File: src/rtl/cycle_sequencer_pkg.sv
// rtl/cycle_sequencer_pkg.sv - shared widths and state encoding for the cycle sequencer
package cycle_sequencer_pkg;

  localparam int DEF_FAST_COUNT_WIDTH = 5;
  localparam int DEF_N_CYCLES_WIDTH   = 16;

  localparam logic [2:0] ST_IDLE  = 3'd0;
  localparam logic [2:0] ST_ARMED = 3'd1;
  localparam logic [2:0] ST_CLEAR = 3'd2;
  localparam logic [2:0] ST_RUN   = 3'd3;
  localparam logic [2:0] ST_DONE  = 3'd4;

endpackage

File: src/rtl/cycle_sequencer.sv
// rtl/cycle_sequencer.sv - arms, clears and runs an external cycle counter for n_cycles periods
// Outputs are registered from the next state so they align with the state they describe.
module cycle_sequencer
  import cycle_sequencer_pkg::*;
#(
  parameter int FAST_COUNT_WIDTH = DEF_FAST_COUNT_WIDTH,
  parameter int N_CYCLES_WIDTH   = DEF_N_CYCLES_WIDTH
) (
  input  logic                        clk,
  input  logic                        resetn,
  input  logic                        start,
  input  logic                        trigger,
  input  logic                        abort,
  input  logic [FAST_COUNT_WIDTH-1:0] period,
  input  logic [N_CYCLES_WIDTH-1:0]   n_cycles,
  input  logic                        end_cycle,
  output logic                        sclr,
  output logic                        clken,
  output logic [FAST_COUNT_WIDTH-1:0] count_max,
  output logic                        busy,
  output logic                        done,
  output logic                        aborted,
  output logic [N_CYCLES_WIDTH-1:0]   cycles_done
);

  localparam logic [N_CYCLES_WIDTH-1:0] ONE = N_CYCLES_WIDTH'(1);

  logic [2:0]                state;
  logic [2:0]                state_nxt;
  logic [N_CYCLES_WIDTH-1:0] n_reg;
  logic                      accept;
  logic                      abort_hit;
  logic                      count_hit;
  logic                      last_cycle;

  assign accept     = (state == ST_IDLE) && start && !abort;
  assign abort_hit  = abort && ((state == ST_ARMED) || (state == ST_CLEAR) || (state == ST_RUN));
  assign count_hit  = (state == ST_RUN) && end_cycle && !abort;
  // n_reg is at least 1 whenever RUN is reachable, so +1 cannot overflow here
  assign last_cycle = count_hit && ((cycles_done + ONE) == n_reg);

  always_comb begin
    state_nxt = state;
    case (state)
      ST_IDLE: begin
        if (accept) begin
          state_nxt = (n_cycles == '0) ? ST_DONE : ST_ARMED;
        end
      end
      ST_ARMED: begin
        if (abort) begin
          state_nxt = ST_IDLE;
        end else if (trigger) begin
          state_nxt = ST_CLEAR;
        end
      end
      ST_CLEAR: state_nxt = abort ? ST_IDLE : ST_RUN;
      ST_RUN: begin
        if (abort) begin
          state_nxt = ST_IDLE;
        end else if (last_cycle) begin
          state_nxt = ST_DONE;
        end
      end
      ST_DONE: state_nxt = ST_IDLE;
      default: state_nxt = ST_IDLE;
    endcase
  end

  always_ff @(posedge clk or negedge resetn) begin
    if (!resetn) begin
      state   <= ST_IDLE;
      sclr    <= 1'b0;
      clken   <= 1'b0;
      busy    <= 1'b0;
      done    <= 1'b0;
      aborted <= 1'b0;
    end else begin
      state   <= state_nxt;
      sclr    <= (state_nxt == ST_CLEAR);
      clken   <= (state_nxt == ST_RUN);
      busy    <= (state_nxt != ST_IDLE);
      done    <= (state_nxt == ST_DONE);
      aborted <= abort_hit;
    end
  end

  always_ff @(posedge clk or negedge resetn) begin
    if (!resetn) begin
      count_max   <= '0;
      n_reg       <= '0;
      cycles_done <= '0;
    end else if (accept) begin
      count_max   <= period;
      n_reg       <= n_cycles;
      cycles_done <= '0;
    end else if (count_hit && (cycles_done != n_reg)) begin
      cycles_done <= cycles_done + ONE;
    end
  end

endmodule

File: config.mk
export PLATFORM = sky130hd
export DESIGN_NAME = cycle_sequencer
export DESIGN_NICKNAME = d
export VERILOG_FILES = /design/src/rtl/cycle_sequencer_pkg.sv /design/src/rtl/cycle_sequencer.sv
export SDC_FILE = /design/constraint.sdc
export NUM_CORES = 1
export LEC_CHECK = 0
export BUFFER_PORTS_ARGS = -buffer_cell sky130_fd_sc_hd__buf_2
export CAP_MARGIN = 10
export CELL_PAD_IN_SITES_DETAIL_PLACEMENT = 1
export CELL_PAD_IN_SITES_GLOBAL_PLACEMENT = 2
export CORE_MARGIN = 10
export CORE_UTILIZATION = 35
export DETAILED_ROUTE_END_ITERATION = 10
export PLACE_DENSITY_LB_ADDON = 0.1
export RECOVER_POWER = 50
export SLEW_MARGIN = 5
export SYNTH_ARGS = -nofsm -noshare
export SYNTH_HDL_FRONTEND = slang
export SYNTH_SLANG_ARGS = --single-unit
File: constraint.sdc
create_clock -name clk -period 5.1 [get_ports clk]
set_clock_uncertainty 0.05 [all_clocks]
set_input_delay 0.255 -clock clk [delete_from_list [all_inputs] [get_ports clk]]
set_output_delay 0.255 -clock clk [all_outputs]
set_load 0.1 [all_outputs]
==> flow_summary.toml, run 1 <==
[logic_synthesis]
synth_instances = 300
seq_total_area_yosys_pct = 43.21
synth_fp_nets = 328
synth-async-reset-ratio_pct = 100.0
synth_top_cell_area_share_pct = 43.21
number_of_storage_elements_in_the_synthesis_netlist = 45
netlist_top_cells_area = "sky130_fd_sc_hd__dfrtp_1 (43%), sky130_fd_sc_hd__nand2_1 (11%), sky130_fd_sc_hd__xor2_1 (6.7%)"
yosys.cell_count.top_type = "sky130_fd_sc_hd__nand2_1"
synth.lib_cells_used.distinct = 48
syn_area_sq_um = 2606
yosysWarnings = 0
synth-edff-count = 0
ys_dominant_reg_cell = "sky130_fd_sc_hd__dfrtp_1"
leading_post_synthesis_cells_by_instance_count = "sky130_fd_sc_hd__nand2_1 (75), sky130_fd_sc_hd__dfrtp_1 (45), sky130_fd_sc_hd__xor2_1 (20), sky130_fd_sc_hd__nor2_1 (19), sky130_fd_sc_hd__nor4_1 (12)"
post-synth-top-area-cell = "sky130_fd_sc_hd__dfrtp_1"
synthesis.area_per_instance_sq_um = 8.688

[die]
floorplan.initialDensity_pct = 35.93
floorplan.io_pins = 53
placement_rows = 31
die-width_um = 106.3
design.die.area_sq_um = 11300
floorplan.die.height_um = 106.3
core_region_area_sq_um = 7253

[drt]
routed_wirelength_mm = 7.962
dr.max_layer_used = "met4"
routed_length_per_placed_instance_um = 17.89
first_pass_drt_iterations = 4
drtIter0Drc = 71
post_route_drc_violation_count = 0
route.layer.met1.wl_mm = 3.657
detailroute.wirelength.met3_um = 439
drtAntennaViolNets = 0
wire_length_on_met2_mm = 3.801
routed_via_density = 5.283
via_count = 2351

[cells_and_area]
design.final.nets = 373
layout.cells.non_filler = 445
antenna_cells = 0
drive_gt1_share_pct = 18.21
post-route-cell-area_sq_um = 3040
flow.area_growth_from_synthesis_pct = 16.66

[timing]
slew-limit-headroom_pct = -65.89
worstMarginPinSlew_ns = 2.488
setup_viol = 0
report.final.hold_viol_count = 0
clock.fmax_ghz = 0.3366
final_max_slew_viol_count = 46
fin_crit_ns = 2.971
fin_worst_hold_slack_ns = 0.08859
setup_repair_after_global_routing_missed_its_margin = "no"
post_route_setup_tns_ns = 0
setup_slack_ns = 2.129
period_share_pct = 58.25

[worst_setup_path]
register_to_register_path_depth = 7
crit_path_frequent_cell = "sky130_fd_sc_hd__or4_1"
cpMaxStageDelayCell = "sky130_fd_sc_hd__or4_1"
worst-setup-path-type = "flip-flop to flip-flop"
cpPeakStageDelay_ns = 0.54
r2r_setup_slk_ns = 2.13
timing.critical_path.max_delay_family = "simple AND/OR/NAND/NOR gates"
worstPathArrival_ns = 3.11
crit_required_ns = 5.24
beginning_of_the_worst_register_to_register_path = "cycles_done[0]$_DFFE_PN0P_"
regToRegEndpoint = "state[1]$_DFF_PN0_"
worst-path-max-fanout = 8
worstPathBufferInverterCount = 0
crit_path_cell_trace = "ha_1 -> nand3_1 -> nor4_1 -> xor2_1 -> or4_1 -> or4_1 -> o311a_1"
crit_path_end_kind = "flip-flop"
critical_path.startpoint_type = "flip-flop"

[placed_design]
placement.cell_area_sq_um = 2940
place.detailed.hpwl_mm = 6.080
post-place-ws_ns = 2.140
globalplace.congestion = 0.8802
place.port_buffers = 52
placedCellCount = 437

[clocking]
number_of_buffers_inserted_to_repair_setup_after_cts = 0
tritoncts_num_sinks = 45
cts_inserted_buffers = 5
htree_levels = 2
worst_setup_hold_path_clk_slew_ns = 0.09
clock_tree.root_cell = "sky130_fd_sc_hd__clkbuf_8"
clock_tree_from_tritoncts = "yes"
clock_insertion_delay_worst_skew_ns = 0.30
cts-root-to-sink-buffers = 2
postCtsResizedCells = 0
post_cts_hold_buffer_count = 0

[grt]
global_route.overflow_total = 0
grt_pass1_vias = 2508
grt_usage_pct = 14.35
antenna_found_initial = 0
grt_start_max_net_pins = 46
grt_pass1_wl_mm = 13.19

[run_status]
status = "finished, violations left"
violations = "capacitance limit, slew limit"

[worst_hold_path]
worst_hold_path.num_cells = 3
hold_path.class = "input port to flip-flop"
hold_end = "count_max[0]$_DFFE_PN0P_"
worstHoldStart = "period[0]"

[power_and_ir_drop]
static_leakage_nw = 1.399
power_density_nw_per_um2 = 310.5
switching_power_w = 0.0003258
cell_internal_pwr_w = 0.0006183
worst_ir_drop_vdd_uv = 138.2
power.switching_fraction_pct = 34.51
comb_power_share_pct = 24.9
pwr-share-seq_pct = 44.7
power_frac_clock_pct = 30.4

[flow_run]
maxCapViolCount = 1
[cell families (layout without fill, tap and decap cells)]
kind of cell	count (synthesis)	count (layout)	share of synthesized area (%)
simple gates	160	160	30.10
flops	45	45	43.21
compound gates	40	40	10.47
xor+xnor	28	28	9.410
buf+inv	19	65	3.072
mux	7	7	3.264
fa+ha+maj	1	1	0.4800
[worst reg2reg max path: stages (launching register included)]
cell and delay (ns):
sky130_fd_sc_hd__dfrtp_1 0.46, sky130_fd_sc_hd__ha_1 0.26, sky130_fd_sc_hd__nand3_1 0.25, sky130_fd_sc_hd__nor4_1 0.39, sky130_fd_sc_hd__xor2_1 0.14, sky130_fd_sc_hd__or4_1 0.54, sky130_fd_sc_hd__or4_1 0.41, sky130_fd_sc_hd__o311a_1 0.36
[layout make-up]
cell class                      count  area, sq um
Clock buffer                        7        86.33
Clock inverter                      1        30.03
Fill cell                         911         4213
Inverter                            2        7.507
Multi-Input combinational cell    236         1398
Sequential cell                    45         1126
Tap cell                           99        123.9
Timing Repair Buffer               55        269.0
[stage by stage]
stage | utilization [%] | total power [W]
2_1_floorplan | - | 0.0005984
3_3_place_gp | 40.54 | 0.0006696
3_5_place_dp | 40.54 | 0.0006705
4_1_cts | 42.14 | 0.0009590
5_1_grt | 41.92 | 0.0009984
6_report | 41.92 | 0.0009440
[power groups by stage]
stage	registers (W)	clock network, W	logic, W
global route	0.000428	0.000310	0.000261
floorplan	0.000488	0	0.000111
detailed placement	0.000430	0	0.000241
CTS	0.000422	0.000295	0.000242
global placement	0.000430	0	0.000240
finish	0.000422	0.000287	0.000235
[routing by layer]
| metal | up-vias | global-route usage [%] |
|---|---|---|
| met5 | - | 0 |
| met4 | 0 | 3.482 |
| met3 | 5 | 3.865 |
| met2 | 47 | 23.76 |
| met1 | 1156 | 18.13 |
| li1 | 1143 | - |
[how the worst max path moves through the flow]
| stage | start | end | slack, ns | cells past startpoint |
|---|---|---|---|---|
| detailed placement | cycles_done[0]$_DFFE_PN0P_ | state[1]$_DFF_PN0_ | 2.14 | 7 |
| finish | cycles_done[0]$_DFFE_PN0P_ | state[1]$_DFF_PN0_ | 2.13 | 7 |
| global placement | cycles_done[0]$_DFFE_PN0P_ | state[1]$_DFF_PN0_ | 2.21 | 7 |
| CTS | cycles_done[0]$_DFFE_PN0P_ | state[1]$_DFF_PN0_ | 2.12 | 7 |
| global route | cycles_done[0]$_DFFE_PN0P_ | state[1]$_DFF_PN0_ | 1.87 | 7 |
| floorplan | cycles_done[0]$_DFFE_PN0P_ | state[1]$_DFF_PN0_ | 1.69 | 7 |
[layout by cell type, fill, tap and decap left out, types with 3 or more instances in the layout]
cell and instances:
sky130_fd_sc_hd__nor2_1 19, sky130_fd_sc_hd__o21a_1 3, sky130_fd_sc_hd__or4_1 3, sky130_fd_sc_hd__nor3_1 4, sky130_fd_sc_hd__a211oi_1 3, sky130_fd_sc_hd__mux2i_1 4, sky130_fd_sc_hd__o211ai_1 5, sky130_fd_sc_hd__nor4_1 12
sky130_fd_sc_hd__buf_2 41, sky130_fd_sc_hd__and2_1 3, sky130_fd_sc_hd__nand4_1 10, sky130_fd_sc_hd__buf_4 3, sky130_fd_sc_hd__clkbuf_8 6, sky130_fd_sc_hd__clkbuf_1 12, sky130_fd_sc_hd__or3_1 7, sky130_fd_sc_hd__nand2_1 75
sky130_fd_sc_hd__a21oi_1 6, sky130_fd_sc_hd__nand3_1 9, sky130_fd_sc_hd__xnor2_1 8, sky130_fd_sc_hd__o21ai_0 11, sky130_fd_sc_hd__xor2_1 20, sky130_fd_sc_hd__nor3b_1 3, sky130_fd_sc_hd__dfrtp_1 45
(Power assumes the default switching activity.)
==> run 2: changes to the inputs <==
Settings changed: CORE_UTILIZATION 35 to 29.
Clock period 5.1 ns to 2.7 ns, I/O delays scaled along.
==> run 2 against run 1 <==
  * The run now ends clean
  * Non-clock buffer count is 35 higher
  * Sequential power is 90% higher
  * Setup slack lost 2.1 ns
  * Largest power group unchanged
==> flow_summary.toml, run 2 (synthesis gave the netlist of run 1 again) <==
[timing]
fin_worst_hold_slack_ns = 0.005573
final_max_slew_viol_count = 0
setup_viol = 0
report.final.hold_viol_count = 0
post_route_setup_tns_ns = 0
slew-limit-headroom_pct = 21.57
clock.fmax_ghz = 0.3778
fin_crit_ns = 2.647
period_share_pct = 98.04
setup_repair_after_global_routing_missed_its_margin = "yes"
worstMarginPinSlew_ns = 1.182

[drt]
routed_via_density = 5.194
routed_length_per_placed_instance_um = 18.66
drtIter0Drc = 112
first_pass_drt_iterations = 4
via_count = 2540
routed_wirelength_mm = 9.126
drtAntennaViolNets = 0
post_route_drc_violation_count = 0

[placed_design]
placement.cell_area_sq_um = 3126
place.detailed.hpwl_mm = 6.921
place.port_buffers = 52
placedCellCount = 459
globalplace.congestion = 0.8007

[grt]
grt_pass1_wl_mm = 14.92
grt_start_max_net_pins = 32
global_route.overflow_total = 0
grt_usage_pct = 14.20
antenna_found_initial = 0
grt_pass1_vias = 2721

[power_and_ir_drop]
cell_internal_pwr_w = 0.001179
power_frac_clock_pct = 29.5
power.switching_fraction_pct = 35.82
comb_power_share_pct = 26.9
power_density_nw_per_um2 = 531.4
switching_power_w = 0.0006579
pwr-share-seq_pct = 43.6
static_leakage_nw = 1.553
worst_ir_drop_vdd_uv = 317.7

[cells_and_area]
antenna_cells = 0
post-route-cell-area_sq_um = 3456
nFillCells = 1034
final_common_cell = "sky130_fd_sc_hd__nand2_1"
design.final.nets = 408
commonest_cells_after_routing_fill_and_taps_aside = "sky130_fd_sc_hd__nand2_1 (74), sky130_fd_sc_hd__buf_2 (42), sky130_fd_sc_hd__dfrtp_1 (29)"
flow.area_growth_from_synthesis_pct = 32.60
layout.cells.non_filler = 489
drive_gt1_share_pct = 26.25

[worst_hold_path]
worstHoldStart = "n_cycles[15]"
hold_path.class = "input port to flip-flop"

[flow_run]
maxCapViolCount = 0

[clocking]
htree_levels = 2
clock_tree.root_cell = "sky130_fd_sc_hd__clkbuf_8"
clock_insertion_delay_worst_skew_ns = 0.31
cts-root-to-sink-buffers = 2
worst_setup_hold_path_clk_slew_ns = 0.10
cts_inserted_buffers = 5
clock_tree_from_tritoncts = "yes"
tritoncts_num_sinks = 45

[worst_setup_path]
startpoint = "cycles_done[0]$_DFFE_PN0P_"
crit_required_ns = 2.84
worst-path-max-fanout = 2
crit_path_end_kind = "flip-flop"
worstPathArrival_ns = 2.78
critical_path.startpoint_type = "flip-flop"
beginning_of_the_worst_register_to_register_path = "cycles_done[0]$_DFFE_PN0P_"
worst-setup-path-type = "flip-flop to flip-flop"

[die]
placement_rows = 34
floorplan.die.height_um = 114.8
core_region_area_sq_um = 8721
design.die.area_sq_um = 13180
die-width_um = 114.8
floorplan.io_pins = 53
floorplan.initialDensity_pct = 29.89

[run_status]
status = "finished clean"
run 2: cell count changes in the layout (fill, tap and decap cells not counted), sizes merged:
cell	previous run	this run
dlygate4sd3	0	21
clkbuf	18	17
clkinv	0	1
buf	44	58
run 2: routing by layer:
| metal | GRT usage (%) | vias up | part of all wire, % | routed length, um |
|---|---|---|---|---|
| li1 | - | 1217 | - | - |
| met1 | 18.83 | 1256 | 47 | 4293 |
| met2 | 23.18 | 57 | 48 | 4338 |
| met3 | 2.917 | 10 | 4.2 | 384 |
| met4 | 3.383 | 0 | 1.2 | 108 |
| met5 | 0 | - | 0 | 0 |
run 2: final timing paths:
check | end | slack (ns) | cells past startpoint
min in group asynchronous | cycles_done[11]$_DFFE_PN0P_ | 0.45 | 2
worst max-delay path | state[1]$_DFF_PN0_ | 0.05 | 7
max in group asynchronous | cycles_done[0]$_DFFE_PN0P_ | 0.74 | 3
worst min-delay path | n_reg[15]$_DFFE_PN0P_ | 0.006 | 3
worst max register to register | state[1]$_DFF_PN0_ | 0.05 | 7
worst min register to register | count_max[2]$_DFFE_PN0P_ | 0.44 | 2
run 2: what timing repair did:
item | in CTS | in global routing
pin swaps | 0 | 4
hold buffers | 21 | 0
gates resized for setup | 1 | 3
setup endpoints to repair | 1 | 3
hold endpoints to repair | 34 | 0
setup buffers | 0 | 1
run 2: area by class of cell:
class / count / area (sq um) / share of cell area, %
multi-input combinational: 236 / 1438 / 41.60
tap: 108 / 135.1 / 3.910
clock inverter: 2 / 38.79 / 1.122
clock buffer: 6 / 72.57 / 2.100
inverter: 2 / 7.507 / 0.2172
sequential: 45 / 1169 / 33.82
timing repair buffer: 90 / 595.6 / 17.23
run 2: worst max-delay path, cell delays in order, from the launching register on:
cell and delay, ns:
sky130_fd_sc_hd__dfrtp_4 0.50, sky130_fd_sc_hd__ha_4 0.25, sky130_fd_sc_hd__xor2_1 0.17, sky130_fd_sc_hd__a211oi_1 0.23
sky130_fd_sc_hd__nand4_1 0.12, sky130_fd_sc_hd__or4_4 0.44, sky130_fd_sc_hd__or4_4 0.42, sky130_fd_sc_hd__o311a_1 0.34
run 2: power groups by stage:
stage                     clock (W)  combinational [W]  sequential [W]
after floorplan                   0           0.000209        0.000922
after global placement            0           0.000472        0.000813
after detailed placement          0           0.000476        0.000817
after CTS                  0.000557           0.000501        0.000802
after global routing       0.000586           0.000543        0.000810
final                      0.000541           0.000494        0.000801
run 2: through the flow:
step	worst slack (ns)	total power, W	utilization (%)
floorplan	-0.04218	0.001131	-
detailed placement	0.02381	0.001293	35.84
global route	-0.04262	0.001939	39.63
CTS	0.001691	0.001861	39.63
global placement	0.06971	0.001285	35.84
finish	0.05299	0.001836	39.63
